`config.mk`:
```
export PLATFORM = sky130hd
export DESIGN_NAME = apb_mailbox_slave
export DESIGN_NICKNAME = d
export VERILOG_FILES = /design/src/rtl/apb_pkg.sv /design/src/rtl/mailbox_fifo.sv /design/src/rtl/apb_mailbox_slave.sv
export SDC_FILE = /design/constraint.sdc
export NUM_CORES = 1
export LEC_CHECK = 0
export CAP_MARGIN = 10
export CORE_MARGIN = 2
export CORE_UTILIZATION = 49
export DETAILED_ROUTE_END_ITERATION = 7
export PLACE_DENSITY = 0.77
export SLEW_MARGIN = 10
export SYNTH_ARGS = -nofsm -noshare
export SYNTH_HDL_FRONTEND = slang
export SYNTH_SLANG_ARGS = --single-unit
```
`constraint.sdc`:
```
create_clock -name I_PCLK -period 8.6 [get_ports I_PCLK]
set_clock_uncertainty 0.15 [all_clocks]
set_input_delay 1.72 -clock I_PCLK [delete_from_list [all_inputs] [get_ports I_PCLK]]
set_output_delay 1.72 -clock I_PCLK [all_outputs]
set_load 0.01 [all_outputs]
```
`src/rtl/apb_pkg.sv`:
```
`default_nettype none
// ============================================================================
// Module      : apb_pkg
// Description : Shared definitions for the APB mailbox completer: FSM state
//               encoding, committed-operation encoding, register offsets and
//               STATUS register bit positions.
// Ports       : none (package)
// Revision    : 1.0 - initial release
// ============================================================================
package apb_pkg;

  // APB completer FSM states
  typedef enum logic [1:0] {
    ST_IDLE   = 2'd0,
    ST_SETUP  = 2'd1,
    ST_ACCESS = 2'd2
  } apb_state_e;

  // Side effect captured at decode time and applied on the last ACCESS edge
  typedef enum logic [2:0] {
    OP_NONE   = 3'd0,
    OP_PUSH   = 3'd1,
    OP_POP    = 3'd2,
    OP_FLUSH  = 3'd3,
    OP_THRESH = 3'd4
  } mb_op_e;

  // Register offsets relative to the base word address
  localparam logic [1:0] MB_DATA   = 2'd0;
  localparam logic [1:0] MB_STATUS = 2'd1;
  localparam logic [1:0] MB_CTRL   = 2'd2;
  localparam logic [1:0] MB_THRESH = 2'd3;

  // STATUS register layout: {.., count, full, empty}
  localparam int STATUS_EMPTY_BIT = 0;
  localparam int STATUS_FULL_BIT  = 1;
  localparam int STATUS_COUNT_LSB = 2;

  // Wait-state counter width (covers 0..15)
  localparam int WAIT_CNT_WIDTH = 4;

endpackage
`default_nettype wire

```
`src/rtl/mailbox_fifo.sv`:
```
`default_nettype none
// ============================================================================
// Module      : mailbox_fifo
// Description : Single-clock circular FIFO with show-ahead head output,
//               occupancy count and one-cycle flush.
// Ports       : i_clk, i_rst_n (async, active low)
//               i_push/i_pop/i_flush  - operation strobes (flush dominates)
//               i_wdata               - data pushed on i_push
//               o_rdata               - current head entry (show-ahead)
//               o_count/o_full/o_empty - occupancy status
// Revision    : 1.0 - initial release
// ============================================================================
module mailbox_fifo #(
  parameter int DATA_WIDTH = 32,
  parameter int FIFO_DEPTH = 8
) (
  input  logic                          i_clk,
  input  logic                          i_rst_n,
  input  logic                          i_push,
  input  logic                          i_pop,
  input  logic                          i_flush,
  input  logic [DATA_WIDTH-1:0]         i_wdata,
  output logic [DATA_WIDTH-1:0]         o_rdata,
  output logic [$clog2(FIFO_DEPTH):0]   o_count,
  output logic                          o_full,
  output logic                          o_empty
);

  localparam int PTR_WIDTH   = $clog2(FIFO_DEPTH);
  localparam int COUNT_WIDTH = PTR_WIDTH + 1;

  logic [DATA_WIDTH-1:0]  r_mem [FIFO_DEPTH];
  logic [PTR_WIDTH-1:0]   r_wr_ptr;
  logic [PTR_WIDTH-1:0]   r_rd_ptr;
  logic [COUNT_WIDTH-1:0] r_count;

  logic w_full;
  logic w_empty;
  logic w_do_push;
  logic w_do_pop;

  assign w_full    = (r_count == COUNT_WIDTH'(FIFO_DEPTH));
  assign w_empty   = (r_count == '0);
  // Overflow/underflow strobes are ignored so the pointers can never skew.
  assign w_do_push = i_push && !w_full  && !i_flush;
  assign w_do_pop  = i_pop  && !w_empty && !i_flush;

  // Storage carries no reset; only pointers and count define validity.
  always_ff @(posedge i_clk) begin
    if (w_do_push) begin
      r_mem[r_wr_ptr] <= i_wdata;
    end
  end

  // Power-of-two depth lets the pointers wrap by natural overflow.
  always_ff @(posedge i_clk or negedge i_rst_n) begin
    if (!i_rst_n) begin
      r_wr_ptr <= '0;
      r_rd_ptr <= '0;
      r_count  <= '0;
    end else if (i_flush) begin
      r_wr_ptr <= '0;
      r_rd_ptr <= '0;
      r_count  <= '0;
    end else begin
      if (w_do_push) begin
        r_wr_ptr <= r_wr_ptr + PTR_WIDTH'(1);
      end
      if (w_do_pop) begin
        r_rd_ptr <= r_rd_ptr + PTR_WIDTH'(1);
      end
      case ({w_do_push, w_do_pop})
        2'b10:   r_count <= r_count + COUNT_WIDTH'(1);
        2'b01:   r_count <= r_count - COUNT_WIDTH'(1);
        default: r_count <= r_count;
      endcase
    end
  end

  assign o_rdata = r_mem[r_rd_ptr];
  assign o_count = r_count;
  assign o_full  = w_full;
  assign o_empty = w_empty;

endmodule
`default_nettype wire

```
`src/rtl/apb_mailbox_slave.sv`:
```
`default_nettype none
// ============================================================================
// Module      : apb_mailbox_slave
// Description : APB completer exposing a FIFO mailbox. Registers:
//               0 DATA (write pushes, read pops), 1 STATUS (RO),
//               2 CTRL (WO, bit0 flush), 3 THRESH (RW). Programmable wait
//               states, PSLVERR on illegal accesses, level-threshold IRQ.
// Ports       : I_PCLK, I_PRESETN (async, active low)
//               I_PADDR/I_PSEL/I_PENABLE/I_PWRITE/I_PWDATA - APB request
//               O_PREADY/O_PRDATA/O_PSLVERR                 - APB response
//               O_IRQ - registered level interrupt (count >= THRESH != 0)
// Revision    : 1.0 - initial release
// ============================================================================
module apb_mailbox_slave
  import apb_pkg::*;
#(
  parameter int                    ADDR_WIDTH  = 32,
  parameter int                    DATA_WIDTH  = 32,
  parameter int                    FIFO_DEPTH  = 8,
  parameter logic [ADDR_WIDTH-1:0] BASEADDRESS = '0,
  parameter int                    WAIT_STATES = 1
) (
  input  logic                  I_PCLK,
  input  logic                  I_PRESETN,
  input  logic [ADDR_WIDTH-1:0] I_PADDR,
  input  logic                  I_PSEL,
  input  logic                  I_PENABLE,
  input  logic                  I_PWRITE,
  input  logic [DATA_WIDTH-1:0] I_PWDATA,
  output logic                  O_PREADY,
  output logic [DATA_WIDTH-1:0] O_PRDATA,
  output logic                  O_PSLVERR,
  output logic                  O_IRQ
);

  localparam int COUNT_WIDTH = $clog2(FIFO_DEPTH) + 1;

  // FSM and captured transfer
  apb_state_e                r_state;
  logic [WAIT_CNT_WIDTH-1:0] r_wait;
  mb_op_e                    r_op;
  logic                      r_err;
  logic [DATA_WIDTH-1:0]     r_rdata;
  logic [DATA_WIDTH-1:0]     r_wdata;
  logic [COUNT_WIDTH-1:0]    r_thresh;
  logic                      r_irq;

  // FIFO status
  logic [DATA_WIDTH-1:0]  w_fifo_rdata;
  logic [COUNT_WIDTH-1:0] w_count;
  logic                   w_full;
  logic                   w_empty;

  // Decode
  logic [ADDR_WIDTH-1:0]  w_offset;
  logic [DATA_WIDTH-1:0]  w_status;
  mb_op_e                 w_op;
  logic                   w_err;
  logic [DATA_WIDTH-1:0]  w_rdata;

  // Commit
  logic w_ready;
  logic w_commit;
  logic w_push;
  logic w_pop;
  logic w_flush;

  assign w_offset = I_PADDR - BASEADDRESS;

  always_comb begin
    w_status                                       = '0;
    w_status[STATUS_EMPTY_BIT]                     = w_empty;
    w_status[STATUS_FULL_BIT]                      = w_full;
    w_status[STATUS_COUNT_LSB +: COUNT_WIDTH]      = w_count;
  end

  // Illegal accesses keep w_err high and w_op at OP_NONE.
  always_comb begin
    w_op    = OP_NONE;
    w_err   = 1'b1;
    w_rdata = '0;
    if (w_offset < ADDR_WIDTH'(4)) begin
      case (w_offset[1:0])
        MB_DATA: begin
          if (I_PWRITE) begin
            if (!w_full) begin
              w_op  = OP_PUSH;
              w_err = 1'b0;
            end
          end else if (!w_empty) begin
            w_op    = OP_POP;
            w_err   = 1'b0;
            w_rdata = w_fifo_rdata;
          end
        end
        MB_STATUS: begin
          if (!I_PWRITE) begin
            w_err   = 1'b0;
            w_rdata = w_status;
          end
        end
        MB_CTRL: begin
          if (I_PWRITE) begin
            w_err = 1'b0;
            w_op  = I_PWDATA[0] ? OP_FLUSH : OP_NONE;
          end
        end
        MB_THRESH: begin
          w_err = 1'b0;
          if (I_PWRITE) begin
            w_op = OP_THRESH;
          end else begin
            w_rdata = DATA_WIDTH'(r_thresh);
          end
        end
        default: begin
          w_err = 1'b1;
        end
      endcase
    end
  end

  // Decode is captured on the SETUP->ACCESS edge; the single APB port means
  // FIFO occupancy cannot move while the transfer sits in ACCESS.
  always_ff @(posedge I_PCLK or negedge I_PRESETN) begin
    if (!I_PRESETN) begin
      r_state <= ST_IDLE;
      r_wait  <= '0;
      r_op    <= OP_NONE;
      r_err   <= 1'b0;
      r_rdata <= '0;
      r_wdata <= '0;
    end else begin
      case (r_state)
        ST_IDLE: begin
          if (I_PSEL && !I_PENABLE) begin
            r_state <= ST_SETUP;
          end
        end
        ST_SETUP: begin
          r_state <= ST_ACCESS;
          r_wait  <= WAIT_CNT_WIDTH'(WAIT_STATES);
          r_op    <= w_op;
          r_err   <= w_err;
          r_rdata <= w_rdata;
          r_wdata <= I_PWDATA;
        end
        ST_ACCESS: begin
          if (!I_PSEL) begin
            // Master abandoned the transfer: drop it without side effect.
            r_state <= ST_IDLE;
            r_op    <= OP_NONE;
          end else if (r_wait != '0) begin
            r_wait <= r_wait - WAIT_CNT_WIDTH'(1);
          end else begin
            r_state <= (I_PSEL && !I_PENABLE) ? ST_SETUP : ST_IDLE;
            r_op    <= OP_NONE;
          end
        end
        default: begin
          r_state <= ST_IDLE;
        end
      endcase
    end
  end

  assign w_ready  = (r_state == ST_ACCESS) && (r_wait == '0);
  assign w_commit = w_ready && I_PSEL && !r_err;
  assign w_push   = w_commit && (r_op == OP_PUSH);
  assign w_pop    = w_commit && (r_op == OP_POP);
  assign w_flush  = w_commit && (r_op == OP_FLUSH);

  always_ff @(posedge I_PCLK or negedge I_PRESETN) begin
    if (!I_PRESETN) begin
      r_thresh <= '0;
    end else if (w_commit && (r_op == OP_THRESH)) begin
      r_thresh <= r_wdata[COUNT_WIDTH-1:0];
    end
  end

  // Registered from current count/THRESH, so it follows them by one cycle.
  always_ff @(posedge I_PCLK or negedge I_PRESETN) begin
    if (!I_PRESETN) begin
      r_irq <= 1'b0;
    end else begin
      r_irq <= (r_thresh != '0) && (w_count >= r_thresh);
    end
  end

  mailbox_fifo #(
    .DATA_WIDTH (DATA_WIDTH),
    .FIFO_DEPTH (FIFO_DEPTH)
  ) u_fifo (
    .i_clk   (I_PCLK),
    .i_rst_n (I_PRESETN),
    .i_push  (w_push),
    .i_pop   (w_pop),
    .i_flush (w_flush),
    .i_wdata (r_wdata),
    .o_rdata (w_fifo_rdata),
    .o_count (w_count),
    .o_full  (w_full),
    .o_empty (w_empty)
  );

  // Response fields read as zero outside the PREADY cycle.
  assign O_PREADY  = w_ready;
  assign O_PRDATA  = w_ready ? r_rdata : '0;
  assign O_PSLVERR = w_ready && r_err;
  assign O_IRQ     = r_irq;

endmodule
`default_nettype wire
```
# Yosys cells after proc, flatten, opt, wreduce, memory -nomap -nowiden
# Memory sizes are Yosys's and may differ from the RTL's.
# Index checks and enable logic that the tools add are counted.
op_classes:
  n_eq_ne: 16
  bitwise: 0
  reduce_logical: 32
  n_mul: 0
  n_addsub: 5
  div: 0
  shifts: 0
  mux: 41
  n_lt_le_gt_ge: 2
ops:
  columns: ["operator", "count"]
  rows:
  - ["two-way mux 32 bit", 4]
  - ["case mux 32 bit (3 select lines)", 1]
  - ["< comparator 32 x 3 -> 1 bit (second input constant)", 1]
  - ["two-way mux 3 bit", 9]
  - ["two-way mux 4 bit", 4]
  - ["case mux 4 bit (2 select lines)", 2]
  - ["logical AND 1 bit", 14]
  - ["two-way mux 2 bit", 6]
  - ["two-way mux 1 bit", 10]
  - ["case mux 3 bit (3 select lines)", 1]
  - ["== test 2 bit (second input constant)", 4]
  - ["zero test 4 bit", 2]
  - ["nonzero test 4 bit", 2]
  - ["subtractor 4 x 1 -> 4 bit (second input constant)", 2]
  - ["adder 3 x 1 -> 3 bit (second input constant)", 2]
  - ["== test 2 x 1 -> 1 bit (second input constant)", 3]
  - ["== test 3 x 2 -> 1 bit (second input constant)", 2]
  - ["two-way mux 6 bit", 1]
  - ["!= test 2 bit (second input constant)", 3]
  - ["case mux 2 bit (3 select lines)", 1]
  - ["case mux 3 bit (2 select lines)", 1]
  - ["nonzero test 2 bit", 3]
  - ["zero test 1 bit", 5]
  - ["adder 4 x 1 -> 4 bit (second input constant)", 1]
  - ["10 further kinds", 12]
word_totals:
  output_inout_bits: 35
  latch_bits: 0
  ram_bits: 256
  romBits: 0
  wordCells: 108
  memories: 1
  regBits: 89
mem_list:
  columns: ["memory", "words", "width", "read_ports", "rd_clocked_by_memory_dff", "write_ports", "line", "text"]
  rows:
  - ["u_fifo.r_mem", 8, 32, 1, 0, 1, "mailbox_fifo.sv:32", "logic [DATA_WIDTH-1:0] r_mem [FIFO_DEPTH];"]

# Depth between registers and ports, before layout
# Gate-level depths: netlist of run 1.
depth:
  word_depth: 10
  ltp_mapped: 15
  mapped_depth_nobuf: 14

# By module
# Synthesis of run 1 repeated with hierarchy kept, for this count alone.
hier_totals:
  cells_unflattened: 790
  hier_area_um2: 14184.9
by_module_without_submodules:
  columns: ["module", "seq_area_each_um2", "n_inst", "cells_each", "area_each_um2"]
  rows:
  - ["mailbox_fifo", 7937.6, 1, 447, 10296.1]
  - ["apb_mailbox_slave", 1976.9, 1, 343, 3888.7]

# Worst setup path before layout of run 1
# OpenSTA, ideal clock, no wires.
synth_path:
  path_kind: "input-to-reg"
  from: "in I_PSEL"
  to: "mem u_fifo.r_mem[0][0], enable pin"
  path_buffers: 0
  path_stages: 5
  setup_time_ps: 461
  t_arrival_ps: 4688
  path_slack_ps: 3301
  path_cell_list: "nor2b_1 nand4b_4 nor3_4 nand2b_1 nor3_1"
synth_via:
  elab_chain_cells: 7
synth_rtl:
  columns: ["element", "line", "text"]
  rows:
  - ["start: declaration", "apb_mailbox_slave.sv:26", "input logic I_PSEL,"]
  - ["logical AND 1 bit * (2 in a row)", "apb_mailbox_slave.sv:168", "assign w_commit = w_ready && I_PSEL && !r_err;"]
  - ["logical AND 1 bit, on equally long branches", "apb_mailbox_slave.sv:169, apb_mailbox_slave.sv:171", null]
  - ["logical AND 1 bit or zero test 1 bit (tied branches)", "mailbox_fifo.sv:45", "assign w_do_push = i_push && !w_full && !i_flush;"]
  - ["logical AND 1 bit *", "mailbox_fifo.sv:45", null]
  - ["two-way mux 1 bit *", "mailbox_fifo.sv:50", "if (w_do_push) begin"]
  - ["two-way mux 1 bit (not written as such) *", "mailbox_fifo.sv:51", "r_mem[r_wr_ptr] <= i_wdata;"]
  - ["end: declaration", "mailbox_fifo.sv:32", null]
# Every way passes the cells marked *; elsewhere a longest branch is shown, timed or not.

# Worst setup path in the final report of run 1
layout_path:
  from: "reg r_state[0]"
  to: "out O_PRDATA[3]"
layout_via:
  elab_chain_cells: 3
layout_rtl:
  columns: ["element", "line", "text"]
  rows:
  - ["start: declaration", "apb_mailbox_slave.sv:39", "apb_state_e r_state;"]
  - ["start signal: assignment", "apb_mailbox_slave.sv:156", "r_state <= (I_PSEL && !I_PENABLE) ? ST_SETUP : ST_IDLE;"]
  - ["== test 2 bit", "apb_mailbox_slave.sv:167", "assign w_ready = (r_state == ST_ACCESS) && (r_wait == '0);"]
  - ["logical AND 1 bit", "apb_mailbox_slave.sv:167", null]
  - ["two-way mux 32 bit", "apb_mailbox_slave.sv:208", "assign O_PRDATA = w_ready ? r_rdata : '0;"]
  - ["end: declaration", "apb_mailbox_slave.sv:31", "output logic [DATA_WIDTH-1:0] O_PRDATA,"]
# Every way passes these cells.

==> flow_metrics.tcl, run 1 <==
set metrics [dict create \
    powerDensity_mw_per_mm2 243 \
    fillers 2017 \
    drtPass1Iterations 4 \
    gp_congestion 0.778 \
    antenna_found_initial 0 \
    grt_pass1_wl_mm 42.5 \
    cpMaxStageDelayCell "and4bb_1" \
    ys_types 57 \
    grt_overflow 0 \
    worstMarginPinSlew_ns 1.10 \
    grt_pass1_vias 7456 \
    syn_nets 862 \
    synth_edf_count 256 \
    path_cells "inv_1, ha_1, and4bb_1, buf_4, and2_1, clkdlybuf4s50_1" \
    multi_input_area_sq_mm 0.00374 \
    clock.fmax_ghz 0.195 \
    cts_made_buffers 35 \
    setup_tns_ns 0 \
    postCtsSetupBuffers 0 \
    crit_family "buffers and inverters" \
    r2r_end "u_fifo.r_mem[3][9]$_DFFE_PP_" \
    cts_resized 0 \
    critPathLaunch "r_state[0]$_DFFE_PN0P_" \
    cp_num_cells 6 \
    cts.sink_count 345 \
    yosysTopAreaCell "edfxtp_1" \
    track_usage_pct 18.1 \
    synth.most_common_cell "edfxtp_1" \
    end_kind "primary output" \
    drive_gt1_share_pct 19.8 \
    p_sw_uw 956 \
    yosys.area.top_type_share_pct 55.2 \
    netSwitchingFraction_pct 23.9 \
    p_leak_uw 0.00563 \
    insertion_delay_ns 0.51 \
    initial_core_util_pct 50.0 \
    fp.dieW_um 173 \
    hold_path.class "flip-flop to flip-flop" \
    r2r_start "r_state[0]$_DFFE_PN0P_" \
    ir_drop_v 0.000203 \
    slew_headroom_pct 26.7 \
    drv_slew 0 \
    fin_crit_sh_pct 59.5 \
    cts-root-buf "clkbuf_16" \
    seq_area_frac_synth_pct 71.2 \
    async_flop_share_pct 25.8 \
    cp_max_fo 24 \
    ant_nets 0 \
    r2r_setup_slack_ns 4.40 \
    cp.required_ns 6.73 \
    wire_per_inst_um 20.3 \
    reg2regPathDepth 8 \
    yosys_most_used_dff "edfxtp_1" \
    rows 61 \
    route.detailed.drc 0 \
    crit_path_start_kind "flip-flop" \
    rsz0062_at_grt "false" \
    coreArea_sq_mm 0.0279 \
    fin_crit_ns 5.12 \
    outcome "finished clean" \
    seqPwrFrac_pct 56.7 \
    ys_ff_latch 345 \
    fin_util_pct 59.1 \
    hpwl_mm 16.0 \
    ys.warnings.count 0 \
    setup_viol_count_final 0 \
    finalHoldViolations 0 \
    io_buffers 103 \
    drtIter0Drc 613 \
    worst_ep_arrival_time_ns 3.25 \
    vias 7167 \
    cts_hold_buffers 0 \
    path_class "flip-flop to primary output" \
    syn_to_final_growth_pct 18.3 \
    die_area_sq_mm 0.0298 \
    grt_max_degree 69 \
    critPathCapture "O_PRDATA[3]" \
    intPower_uw 3040 \
    dieHeight_um 173 \
    comb_power_share_pct 8.3 \
    p_clk_share_pct 35.1 \
    syn_avg_cell_area_sq_um 17.9 \
    cts-htree-levels 2 \
    synth_top_cells_by_count "edfxtp_1, dfrtp_1, mux4_2, inv_1, mux2_2" \
    cts_tree "built" \
    wirelength_mm 26.3 \
    fin_nets 975 \
    clockBufferDepth 3 \
    worst_path_largest_cell_delay_ns 0.79 \
    maxCapViolCount 0 \
    num_antenna_cells 0 \
    netlist_instances 777 \
    syn_area_sq_mm 0.0139 \
    drt-vias-per-instance 5.53 \
    ios 104 \
    clk_pin_slew_worst_paths_ns 0.06 \
    ys_top_cells_by_area "edfxtp_1, dfrtp_1, mux4_2, mux2_2, mux2i_1" \
    worst-path-buf-inv 3 \
    regArea_sq_mm 0.00992 \
]
[worst min path at each step]
| stage | startpoint | to | slack [ns] | depth (start not counted) |
|---|---|---|---|---|
| final | r_rdata[10]$_DFFE_PN0N_ | r_rdata[10]$_DFFE_PN0N_ | 0.38 | 2 |
| after global routing | r_rdata[24]$_DFFE_PN0N_ | r_rdata[24]$_DFFE_PN0N_ | 0.40 | 2 |
| after CTS | r_rdata[19]$_DFFE_PN0N_ | r_rdata[19]$_DFFE_PN0N_ | 0.39 | 2 |
| after detailed placement | u_fifo.r_wr_ptr[0]$_DFFE_PN0P_ | u_fifo.r_wr_ptr[0]$_DFFE_PN0P_ | 0.37 | 1 |
| after global placement | u_fifo.r_wr_ptr[0]$_DFFE_PN0P_ | u_fifo.r_wr_ptr[0]$_DFFE_PN0P_ | 0.36 | 1 |
| after floorplan | u_fifo.r_wr_ptr[0]$_DFFE_PN0P_ | u_fifo.r_wr_ptr[0]$_DFFE_PN0P_ | 0.34 | 1 |
[logic make-up after synthesis]
kind of cell	synth area share (%)
AO/OA/AOI/OAI	3.51
XOR/XNOR	0.503
adder cells (fa/ha/maj)	1.44
buffers and inverters	2.36
flip-flops	71.2
multiplexers	15.4
AND/OR/NAND/NOR	5.55
[through the flow]
stage                     area (sq um)  total power [uW]  cells  hold slack, ns  worst slack [ns]
after global routing             16500              4170   1295           0.398              3.19
after detailed placement         15400              2640   1231           0.371              3.81
after CTS                        16500              4040   1295           0.387              3.39
after floorplan                  13900              2450    777           0.340              3.30
final                            16500              4000   1295           0.381              3.48
after global placement           15400              2610   1231           0.363              3.89
[placed cells by master (no fill, tap or decap), types with 20 or more instances in the layout]
master,n
edfxtp_1,256
clkdlybuf4s50_1,102
dfrtp_1,86
mux4_2,64
inv_1,40
clkbuf_16,36
mux2_2,35
and2_1,34
mux2i_1,30
o22ai_1,28
nor2_1,20
[flip-flops by register name, summed over array words and instances (netlist names)]
signal           flops
u_fifo.r_wr_ptr      3
r_wait               4
r_op                 3
r_rdata             32
O_IRQ                1
r_state              2
u_fifo.o_count       4
u_fifo.r_mem       256
r_thresh             4
r_wdata             32
r_err                1
u_fifo.r_rd_ptr      3
[layout make-up]
cell class	instances	share of cell area (%)
Sequential cell	345	60.3
Inverter	40	0.912
Multi-Input combinational cell	356	22.7
Clock inverter	16	0.578
Timing Repair Buffer	112	6.66
Tap cell	378	2.87
Clock buffer	48	5.99
[power by group through the flow]
| stage | logic, uW | clock network, uW | registers [uW] |
|---|---|---|---|
| after detailed placement | 334 | 0 | 2300 |
| after global routing | 365 | 1510 | 2300 |
| after global placement | 323 | 0 | 2280 |
| final | 330 | 1400 | 2270 |
| after floorplan | 238 | 0 | 2210 |
| after CTS | 338 | 1430 | 2270 |
[worst register-to-register path, cell delays in order (launching register included)]
cell	delay [ns]
dfrtp_1	0.46
inv_1	0.12
ha_1	0.25
and4bb_1	0.79
buf_4	0.40
nand4b_4	0.18
nor3_4	0.27
nand2_1	0.26
nor2_4	0.92
[per-layer routing]
layer	routed length (um)	GRT usage [%]
met1	11700	25.9
met2	12700	29.1
met5	0	0
met4	476	4.77
met3	1470	3.36
Note: power is estimated with default switching activity, not from simulation.
==> inputs of run 2 (changes only) <==
Clock period 8.6 ns to 5.25 ns, I/O delays scaled along.
==> run 2 against run 1 <==
Compared with the run above:
- highest routed layer unchanged
- power increased by 70%
- flip-flop and latch count stayed put
- clock power rose by 80%
- non-clock buffer count rose by 6
- critical path type unchanged
- clock-buffer cell count down 2
- cell count grew 0.54%
- via count rose by 1.7%
- worst hold slack better by 0.0015 ns
==> flow_metrics.tcl, run 2 (same netlist as run 1, synthesis figures left out) <==
set metrics [dict create \
    outcome "finished clean" \
    drtPass1Iterations 5 \
    io_buffers 103 \
    wirelength_mm 28.1 \
    ios 104 \
    wire_per_inst_um 21.5 \
    hpwl_mm 16.6 \
    grt_max_degree 69 \
    worst_path_largest_cell_delay_ns 0.74 \
    dieHeight_um 173 \
    powerDensity_mw_per_mm2 409 \
    route.detailed.drc 0 \
    crit_family "buffers and inverters" \
    final_cell_mix "edfxtp_1, clkdlybuf4s50_1, dfrtp_1" \
    rows 61 \
    fillers 2034 \
    ir_drop_v 0.000277 \
    maxCapViolCount 0 \
    cpMaxStageDelayCell "and4bb_1" \
    cp_num_cells 6 \
    worstMarginPinSlew_ns 1.05 \
    fin_crit_sh_pct 84.1 \
    rsz0062_at_grt "false" \
    clk_pin_slew_worst_paths_ns 0.06 \
    path_class "flip-flop to primary output" \
    pre_cts_slack_ns 1.14 \
    place_area_sq_mm 0.0154 \
    grt_pass1_wl_mm 44.3 \
    initial_core_util_pct 50.0 \
    drive_gt1_share_pct 20.6 \
    regMostFlops "u_fifo.r_mem" \
    fin_crit_ns 4.41 \
    design_area_sq_mm 0.0166 \
    postCtsSetupBuffers 0 \
    ant_nets 0 \
    cts-htree-levels 2 \
    antenna_found_initial 0 \
    setup_viol_count_final 0 \
    insertion_delay_ns 0.52 \
    final_common_cell "edfxtp_1" \
    p_leak_uw 0.00570 \
    regArea_sq_mm 0.00992 \
    cp_max_fo 23 \
    grt_pass1_vias 7661 \
    coreArea_sq_mm 0.0279 \
    die_area_sq_mm 0.0298 \
    multi_input_area_sq_mm 0.00374 \
    hold_path.class "flip-flop to flip-flop" \
    finalHoldViolations 0 \
    drt-vias-per-instance 5.60 \
    fin_nets 982 \
    path_cells "inv_1, ha_1, and4bb_1, buf_4, and2_1, clkdlybuf4s50_1" \
    gp_congestion 0.795 \
    syn_to_final_growth_pct 19.3 \
    hold_depth 2 \
    clockBufferDepth 3 \
    cts-root-buf "clkbuf_16" \
    drv_slew 0 \
    drtIter0Drc 578 \
    end_kind "primary output" \
    crit_path_start_kind "flip-flop" \
    grt_overflow 0 \
    worst-path-buf-inv 3 \
    cp.required_ns 4.05 \
    clock.fmax_ghz 0.227 \
    reg_top3 "u_fifo.r_mem x256, r_rdata x32, r_wdata x32" \
    cts_resized 0 \
    cts_tree "built" \
    slew_headroom_pct 30.3 \
    cts_made_buffers 36 \
    layout_setup_ws_ns 0.836 \
    cts_hold_buffers 0 \
    fp.dieW_um 173 \
    reg2regPathDepth 12 \
    cts.sink_count 345 \
    worst_ep_arrival_time_ns 3.21 \
    setup_tns_ns 0 \
    vias 7288 \
    largest_reg_flops 256 \
    track_usage_pct 19.3 \
]
==> run 2: changes by cell type in the layout (fill, tap and decap cells not counted), sizes merged <==
| cell | delta |
|---|---|
| inv | -1 |
| diode | +1 |
| clkbuf | -2 |
| clkinv | -5 |
| bufinv | +4 |
| buf | +6 |
| clkinvlp | +4 |
==> run 2: report_power, final <==
part	switching, uW	internal, uW	leakage (uW)
clock network	1010	1520	0.000562
registers	336	3380	0.00344
logic	263	280	0.00169
==> run 2: worst min-delay path, stage by stage (launching register included) <==
cell and delay [ns]:
dfrtp_1 0.37, inv_1 0.05, o22ai_1 0.07
==> run 2: final timing paths <==
path	start	to	slack (ns)
max	r_state[0]$_DFFE_PN0P_	O_PRDATA[19]	0.84
min	r_rdata[31]$_DFFE_PN0N_	r_rdata[31]$_DFFE_PN0N_	0.38
max reg2reg	r_state[0]$_DFFE_PN0P_	u_fifo.o_count[3]$_DFFE_PN0P_	1.43
min reg2reg	r_rdata[31]$_DFFE_PN0N_	r_rdata[31]$_DFFE_PN0N_	0.38
max in group asynchronous	I_PRESETN	r_wdata[16]$_DFFE_PN0N_	3.50
min in group asynchronous	I_PRESETN	r_wdata[20]$_DFFE_PN0N_	0.42
==> run 2: cell type report <==
cell class                      count  area share, %
Timing Repair Buffer              118           6.87
Sequential cell                   345           59.7
Tap cell                          378           2.85
Antenna cell                        1         0.0151
Clock buffer                       46           5.90
Multi-Input combinational cell    356           22.5
Inverter                           40          0.904
Clock inverter                     18           1.19
==> run 2: metal layers <==
layer / vias to the layer above / global-route usage, % / share of wire [%]
li1: 3277 / - / -
met1: 3742 / 25.9 / 42
met2: 223 / 32.0 / 50
met3: 46 / 4.13 / 6.0
met4: 0 / 5.56 / 2.0
met5: - / 0 / 0
==> run 2: metrics by stage <==
stage	hold slack [ns]	cells	util [%]	total power, uW
3_5_place_dp	0.376	1237	55.4	4320
4_1_cts	0.389	1301	59.6	6840
3_3_place_gp	0.365	1237	55.4	4270
6_report	0.383	1302	59.6	6790
5_1_grt	0.410	1301	59.6	7050
2_1_floorplan	0.340	777	-	4010
==> inputs of run 3 (changes only) <==
Settings changed: PLACE_DENSITY 0.77 to 0.79.
Clock period 5.25 ns to 3.8 ns, I/O delays scaled along.
==> run 3 against run 2 <==
Compared with the run above:
- register-to-register slack worse by 0.90 ns
- clock power is 25% higher
- final area increased by 0.15%
- first-iteration DRC count down 6.9%
- die area unchanged
- global-route usage grew 0.071 points
- largest cell class unchanged
==> flow_metrics.tcl, run 3 (same netlist as run 1, synthesis figures left out) <==
set metrics [dict create \
    rsz0062_at_grt "false" \
    p_sw_uw 2160 \
    ios 104 \
    clockBufferDepth 3 \
    grt_max_degree 64 \
    insertion_delay_ns 0.50 \
    io_buffers 103 \
    r2r_start "r_state[0]$_DFFE_PN0P_" \
    cts.sink_count 345 \
    cts-htree-levels 2 \
    fp.dieW_um 173 \
    cp_max_fo 24 \
    largest_reg_flops 256 \
    clk_pin_slew_worst_paths_ns 0.06 \
    reg2regPathDepth 12 \
    outcome "finished clean" \
    r2r_end "u_fifo.o_count[3]$_DFFE_PN0P_" \
    postCtsSetupBuffers 0 \
    hold-worst-slack_ns 0.231 \
    maxCapViolCount 0 \
    regMostFlops "u_fifo.r_mem" \
    worst-path-buf-inv 3 \
    wire_per_inst_um 21.3 \
    crit_path_start_kind "flip-flop" \
    syn_to_final_growth_pct 19.5 \
    cts_tree "built" \
    clock.fmax_ghz 0.273 \
    powerDensity_mw_per_mm2 543 \
    setup_viol_count_final 0 \
    multi_input_area_sq_mm 0.00376 \
    worst_ep_arrival_time_ns 2.75 \
    grt_pass1_wl_mm 44.9 \
    rows 61 \
    end_kind "primary output" \
    intPower_uw 6870 \
    fin_crit_ns 3.66 \
    initial_core_util_pct 50.0 \
    final_cell_mix "edfxtp_1, clkdlybuf4s50_1, dfrtp_1" \
    cp_num_cells 6 \
    antenna_found_initial 0 \
    cts-root-buf "clkbuf_16" \
    finalHoldViolations 0 \
    drt-vias-per-instance 5.57 \
    drtIter0Drc 538 \
    cts_resized 0 \
    hpwl_mm 17.0 \
    vias 7310 \
    hold_path.class "primary input to asynchronous set/reset pin" \
    dieHeight_um 173 \
    netSwitchingFraction_pct 23.9 \
    wirelength_mm 28.0 \
    design_area_sq_mm 0.0166 \
    crit_family "buffers and inverters" \
    p_clk_share_pct 34.7 \
    cts_hold_buffers 0 \
    p_leak_uw 0.00571 \
    cts_made_buffers 35 \
    comb_power_share_pct 8.4 \
    place_area_sq_mm 0.0156 \
    grt_overflow 0 \
    reg_top3 "u_fifo.r_mem x256, r_rdata x32, r_wdata x32" \
    route.detailed.drc 0 \
    fin_crit_sh_pct 96.2 \
    worstMarginPinSlew_ns 0.919 \
    slew_headroom_pct 38.7 \
    ant_nets 0 \
    final_common_cell "edfxtp_1" \
    seqPwrFrac_pct 56.9 \
    drv_slew 0 \
    path_cells "inv_1, ha_1, and4bb_1, buf_4, and2_1, clkdlybuf4s50_1" \
    ir_drop_v 0.000421 \
    setup_tns_ns 0 \
    die_area_sq_mm 0.0298 \
    regArea_sq_mm 0.00992 \
    track_usage_pct 19.4 \
    worst_path_largest_cell_delay_ns 0.56 \
    drive_gt1_share_pct 20.6 \
    drtPass1Iterations 4 \
    cpMaxStageDelayCell "clkdlybuf4s50_1" \
    coreArea_sq_mm 0.0279 \
    r2r_setup_slack_ns 0.53 \
    grt_pass1_vias 7700 \
    path_class "flip-flop to primary output" \
    fin_nets 995 \
    num_antenna_cells 0 \
    fillers 1982 \
    cp.required_ns 2.89 \
    gp_congestion 0.775 \
]
-- run 3: changes by cell type in the layout (fill, tap and decap cells not counted), moves of 2 or more --
| cell | delta |
|---|---|
| buf_4 | +10 |
| clkinv_1 | +5 |
| buf_12 | +4 |
| clkbuf_1 | +4 |
| clkinvlp_4 | -4 |
| bufinv_16 | -3 |
| clkinv_2 | -3 |
| clkbuf_16 | -2 |
| nor3_2 | -2 |
| nor3_4 | +2 |
-- run 3: final cells by class --
cell class	count	area share (%)
clock buffer	48	5.68
sequential	345	59.7
clock inverter	14	0.542
tap	378	2.84
timing repair buffer	132	7.79
multi-input combinational	356	22.6
inverter	40	0.903
-- run 3: power by group through the flow --
| stage | sequential [uW] | clock [uW] | combinational (uW) |
|---|---|---|---|
| after global routing | 5210 | 3350 | 842 |
| after floorplan | 5010 | 0 | 540 |
| after CTS | 5140 | 3190 | 773 |
| after detailed placement | 5210 | 0 | 765 |
| final | 5140 | 3140 | 760 |
| after global placement | 5170 | 0 | 736 |
-- run 3: worst max-delay path by stage --
stage,from,to
final,r_state[0]$_DFFE_PN0P_,O_PRDATA[20]
after global routing,r_state[0]$_DFFE_PN0P_,O_PRDATA[21]
after CTS,r_state[0]$_DFFE_PN0P_,O_PRDATA[19]
after detailed placement,I_PSEL,u_fifo.o_count[3]$_DFFE_PN0P_
after global placement,I_PSEL,u_fifo.o_count[3]$_DFFE_PN0P_
after floorplan,r_state[0]$_DFFE_PN0P_,u_fifo.r_mem[6][0]$_DFFE_PP_
-- run 3: per-stage QoR --
step	power (uW)	util [%]	cells	setup slack, ns
floorplan	5550	-	777	0.284
global placement	5900	56.0	1251	0.243
detailed placement	5980	56.0	1251	0.200
CTS	9110	59.7	1313	0.124
global route	9400	59.7	1313	0.0147
finish	9030	59.7	1313	0.143
-- run 3: worst register-to-register path, cell delays in order (launching register included) --
cell      delay [ns]
dfrtp_1         0.47
inv_1           0.12
ha_1            0.25
and4bb_1        0.35
nand4b_4        0.17
nor3_4          0.21
inv_1           0.08
ha_1            0.25
ha_1            0.36
a31o_2          0.25
a211oi_1        0.28
xnor2_1         0.16
nor2_1          0.05
-- run 3: layer usage --
metal  global-route usage [%]  up-vias  part of all wire (%)
li1                         -     3296                     -
met2                     31.4      234                    49
met3                     3.32       42                   5.8
met4                     4.95        0                   1.9
met1                     27.6     3738                    43
met5                        0        -                     0
